`src/rtl/boot_mem_arbiter_pkg.sv`:
```
// Shared definitions for the boot memory arbiter.
//   state_t        : boot sequencer states, encoding visible on the STATE port
//   MEM_BYTES_DEF  : default main-memory size in bytes
package boot_mem_arbiter_pkg;

   typedef enum logic [1:0] {
      ST_LOAD   = 2'd0,
      ST_SETTLE = 2'd1,
      ST_RUN    = 2'd2
   } state_t;

   localparam int MEM_BYTES_DEF = 512 * 1024;

endpackage

```
`src/rtl/boot_mem_arbiter.sv`:
```
// Boot memory arbiter: owns the single main-memory port.
//   LOAD   : forwards UART loader word writes to memory, CPU held in reset,
//            keeps a checksum and word count of the image.
//   SETTLE : RST_HOLD cycles of delay after LD_DONE, CPU still in reset.
//   RUN    : CPU owns the port, one access per cycle, reads return 2 cycles
//            after grant. Terminal until RST.
// Ports:
//   CLK, RST (sync, active-high)
//   LD_*   : loader write stream and done level
//   CPU_*  : CPU request/grant/read-return interface, CPU_RST out
//   MEM_*  : registered memory strobe/enables/address/data, MEM_RDATA in
//   STATE, CSUM, WCOUNT, ERR : status for the host
module boot_mem_arbiter
   import boot_mem_arbiter_pkg::*;
#(
   parameter int MEM_BYTES = MEM_BYTES_DEF,
   parameter int RST_HOLD  = 16
) (
   input  logic        CLK,
   input  logic        RST,
   input  logic [31:0] LD_ADDR,
   input  logic [31:0] LD_DATA,
   input  logic        LD_WE,
   input  logic        LD_DONE,
   output logic        CPU_RST,
   input  logic        CPU_REQ,
   input  logic        CPU_WE,
   input  logic [3:0]  CPU_BE,
   input  logic [31:0] CPU_ADDR,
   input  logic [31:0] CPU_WDATA,
   output logic        CPU_GNT,
   output logic [31:0] CPU_RDATA,
   output logic        CPU_RVALID,
   output logic        MEM_EN,
   output logic [3:0]  MEM_WE,
   output logic [31:0] MEM_ADDR,
   output logic [31:0] MEM_WDATA,
   input  logic [31:0] MEM_RDATA,
   output logic [1:0]  STATE,
   output logic [31:0] CSUM,
   output logic [31:0] WCOUNT,
   output logic        ERR
);

   localparam logic [31:0] MEM_LIM     = 32'(MEM_BYTES);
   localparam logic [31:0] SETTLE_LAST = 32'(RST_HOLD - 1);

   state_t      state, state_nx;
   logic [31:0] settle_cnt;

   logic        ld_in_range, cpu_in_range;
   logic        ld_acc, ld_bad, rd_issue;

   // Read-return pipe: stage 1 = request registered, stage 2 = memory data back.
   logic [2:1]  vld_pipe;
   logic [2:1]  oor_pipe;
   logic [31:0] rdata_q;

   assign ld_in_range  = LD_ADDR < MEM_LIM;
   assign cpu_in_range = CPU_ADDR < MEM_LIM;

   // LD_WE is only good in LOAD and in range; anything else is dropped and flagged.
   assign ld_acc   = LD_WE && (state == ST_LOAD) && ld_in_range;
   assign ld_bad   = LD_WE && !((state == ST_LOAD) && ld_in_range);

   assign CPU_GNT  = (state == ST_RUN) && CPU_REQ;
   assign rd_issue = CPU_GNT && !CPU_WE;
   assign CPU_RST  = (state != ST_RUN);
   assign STATE    = state;

   // Out-of-range reads never touch memory and return zero.
   assign CPU_RVALID = vld_pipe[2];
   assign CPU_RDATA  = vld_pipe[2] ? (oor_pipe[2] ? 32'd0 : MEM_RDATA) : rdata_q;

   always_ff @(posedge CLK) begin
      if (RST) begin
         state      <= ST_LOAD;
         settle_cnt <= '0;
      end else begin
         state      <= state_nx;
         settle_cnt <= (state == ST_SETTLE) ? settle_cnt + 32'd1 : '0;
      end
   end

   always_comb begin
      state_nx = state;
      case (state)
         ST_LOAD:   if (LD_DONE) state_nx = ST_SETTLE;
         ST_SETTLE: if (settle_cnt == SETTLE_LAST) state_nx = ST_RUN;
         ST_RUN:    state_nx = ST_RUN;
         default:   state_nx = ST_LOAD;
      endcase
   end

   always_ff @(posedge CLK) begin
      if (RST) begin
         MEM_EN    <= 1'b0;
         MEM_WE    <= '0;
         MEM_ADDR  <= '0;
         MEM_WDATA <= '0;
         CSUM      <= '0;
         WCOUNT    <= '0;
         ERR       <= 1'b0;
         vld_pipe  <= '0;
         oor_pipe  <= '0;
         rdata_q   <= '0;
      end else begin
         MEM_EN   <= 1'b0;
         MEM_WE   <= '0;
         vld_pipe <= {vld_pipe[1], rd_issue};
         oor_pipe <= {oor_pipe[1], !cpu_in_range};
         // ld_acc and CPU_GNT are state-exclusive, so no priority question here.
         if (ld_acc) begin
            MEM_EN    <= 1'b1;
            MEM_WE    <= 4'hF;
            MEM_ADDR  <= {LD_ADDR[31:2], 2'b00};
            MEM_WDATA <= LD_DATA;
            CSUM      <= CSUM + LD_DATA;
            WCOUNT    <= WCOUNT + 32'd1;
         end else if (CPU_GNT && cpu_in_range) begin
            MEM_EN    <= 1'b1;
            MEM_WE    <= CPU_WE ? CPU_BE : 4'h0;
            MEM_ADDR  <= {CPU_ADDR[31:2], 2'b00};
            MEM_WDATA <= CPU_WDATA;
         end
         if (ld_bad) ERR <= 1'b1;
         if (vld_pipe[2]) rdata_q <= CPU_RDATA;
      end
   end

endmodule

```
`config.mk`:
```
export PLATFORM = sky130hd
export DESIGN_NAME = boot_mem_arbiter
export DESIGN_NICKNAME = d
export VERILOG_FILES = /design/src/rtl/boot_mem_arbiter_pkg.sv /design/src/rtl/boot_mem_arbiter.sv
export SDC_FILE = /design/constraint.sdc
export NUM_CORES = 1
export LEC_CHECK = 0
export ABC_AREA = 1
export CAP_MARGIN = 20
export CORE_ASPECT_RATIO = 0.5
export CORE_MARGIN = 8
export CORE_UTILIZATION = 50
export DETAILED_ROUTE_END_ITERATION = 16
export GPL_ROUTABILITY_DRIVEN = 0
export PLACE_DENSITY = 0.8
export SYNTH_ARGS = -nofsm -noshare
export SYNTH_HDL_FRONTEND = slang
export SYNTH_SLANG_ARGS = --single-unit
```
`constraint.sdc`:
```
create_clock -name CLK -period 5.68 [get_ports CLK]
set_input_delay 1.42 -clock CLK [delete_from_list [all_inputs] [get_ports CLK]]
set_output_delay 1.42 -clock CLK [all_outputs]
set_load 0.05 [all_outputs]
```
==> metrics <==
CP required approximately 4.3 ns; Yosys Warn Count 0; fmax about 230 MHz; Final Hold Vio Count 0; final wirelength approximately 37 mm; CP endpoint kind output pin; IO Pins ~340; area delta synth->final 35.4%; CTS sink count 202; Setup Skew between 0.01 and 0.015 ns; initial antenna violation count 2; Skew-Pair Late Insertion Delay ~0.51 ns; cells after synthesis 1800; DRT Pass-1 Iters 5; # H-tree levels 1; Hold-fix buffers, CTS 0; Routed Antenna Nets 0; top cell type's share of synthesized area 34.9%; vias in the first global route between 10000 and 15000; maximum vdd drop about 0.14 mV; CP Class input pin to output pin; die height between 100 and 150 microns; synthesized flop and latch total just over 200; Final Slew Violations 0; asr flop ratio synth 0%; Synth area leader dfxtp_1; EDFF count, synth 0; Die Area between 20000 and 30000 sq um; Filler cells 2045; first-pass GRT wire length 58.6 mm; Core ar. around 23000 sq um; post-synthesis sequential area ratio 34.9%; Vias 12300; CTS Buf Count 20; CTS root buf clkbuf_16; count leader, synth nand2_1; worst min path class register to register; most frequent cells after synthesis nand2_1, inv_1, dfxtp_1, nor2_1, a21oi_1; Die W ~230 microns; CTS Buffer Depth 3; CTS tree yes; Wirelength per Cell about 15 microns; vias per cell ~5.1; syn_area_per_cell about 6.4 sq um; DP HPWL 28.1 mm; Worst Path Buf+Inv 3; Tot GR Track Use 24.7%; max cap viols 0; min cycle time layout 4.40 ns; Slew @ Worst Pin around 0.97 ns; CP top delay family buffers and inverters; setup TNS 0 ns; RSZ-0062 raised after global routing false; post-synthesis cell type count 45; crit path launch type input pin; total global routing overflow 0; largest net degree at the start of global routing a little under 100; Period Utilization, post-route 77.6%; post_cts resized 0; Final #Nets 2311; Setup Buffers After CTS 0; Worst path max stage delay 0.86 ns; hold slack just over 0.4 ns; CP max stage cell clkdlybuf4s50_1; Leak between 0.006 and 0.007 uW; layout cells sized above 1 between 3 and 4%; worst rel slew slack roughly a third; drt drc 0; critical path arrival between 2 and 3 ns; final core utilization about 70%; ranking of synthesized cells by area dfxtp_1, nand2_1, inv_1; Critical Path Fanout Max 2; crit path cell chain clkdlybuf4s50_1 -> inv_1 -> o22ai_1 -> clkdlybuf4s50_1; Final setup viols 0; Clock transition at path regs roughly 0.06 ns; synthesized cell area around 12000 sq um; drt first-iter violations between 700 and 800; final worst setup slack ~1.3 ns; IO Port Bufs between 300 and 400; Post-synth top flop dfxtp_1; Initial Util 50.8%; Placement Setup Slack between 1 and 1.5 ns; PwrDens approximately 200 nW/um^2; most used cell, CP clkdlybuf4s50_1; num rows 39; status completed
per-layer routing:
| layer | share of wire, % | vias to the layer above | GRT usage (%) | wire (microns) |
|---|---|---|---|---|
| met4 | 4.4 | 2 | 10.0 | 1630 |
| met1 | 42 | 5500 | 28.8 | 15400 |
| met2 | 47 | 397 | 44.4 | 17600 |
| li1 | - | 6278 | - | - |
| met3 | 6.6 | 97 | 5.55 | 2440 |
| met5 | 0.035 | - | 0 | 13 |
final cells by class:
class                      count  area, sq um  share of cell area (%)
clock buffer                  27          568                    3.63
multi-input combinational   1229         6050                    38.7
clock inverter                 6         32.5                   0.208
inverter                     308         1160                    7.41
timing repair buffer         342         3420                    21.8
sequential                   202         4040                    25.8
antenna                        1         2.50                  0.0160
tap                          307          384                    2.45
kinds of logic after synthesis:
group | Yosys count | share of synthesized area (%)
and+or+nand+nor | 829 | 29.9
buffers and inverters | 370 | 12.8
AOI/OAI and AO/OA | 319 | 15.0
DFF | 202 | 34.9
xor gates and xnor gates | 41 | 3.10
adders and majority gates | 38 | 4.17
other | 1 | 0.0324
final timing paths:
path | from | to | slack, ns | cells after the start
worst max-delay path | MEM_RDATA[13] | CPU_RDATA[13] | 1.28 | 4
worst min-delay path | oor_pipe[1] | oor_pipe[2] | 0.40 | 2
worst max register to register | STATE[0] | MEM_WE[1] | 2.43 | 8
worst min register to register | oor_pipe[1] | oor_pipe[2] | 0.40 | 2
stage by stage:
step	instance area [sq um]	cells	power, uW
2_1_floorplan	11600	1801	1690
3_3_place_gp	15000	2387	1890
3_5_place_dp	15000	2387	1890
5_1_grt	15700	2422	3260
6_report	15700	2422	3130
4_1_cts	15600	2420	3160
registers in the layout, summed over array words and instances, names as in the netlist, 2 cells and up:
register    flops
CSUM           32
MEM_WDATA      32
WCOUNT         32
rdata_q        32
settle_cnt     32
MEM_ADDR       30
MEM_WE          4
STATE           2
oor_pipe        2
vld_pipe        2
worst reg2reg max path: stages, from the launching register on:
cell and delay, ns:
dfxtp_1 0.35, inv_1 0.12, ha_1 0.26, inv_2 0.06, nor3_2 0.22, nand3_2 0.58
nand2_2 0.99, nand2_1 0.39, a21oi_1 0.22
layout by cell type (no fill, tap or decap), types with 2 or more instances in the layout:
cell type,count
o21bai_1,2
a21oi_2,10
clkbuf_8,2
xor2_1,24
nor2_2,2
nand3b_1,6
inv_1,301
a21oi_1,125
xnor2_1,17
clkbuf_16,21
clkdlybuf4s50_1,333
nand3_1,70
clkbuf_1,4
buf_4,7
dfxtp_1,202
o22ai_1,32
ha_1,37
nor2_1,175
nor4_1,3
nor2_4,3
o211ai_1,4
nor3_1,48
o21ai_0,122
nand2_2,14
nand4_1,22
or2_2,2
conb_1,2
nand2_1,473
o21a_1,19
and2_1,2
nor3b_1,4
clkinv_2,5
o21ai_1,3
inv_2,6
power by group:
group          switching [uW]  internal (uW)  total, uW  leakage (uW)
Combinational             234            188        422       0.00463
Clock                     572            700       1270      0.000298
Sequential               10.3           1430       1440       0.00163
Power figures use the tool's default switching activity.
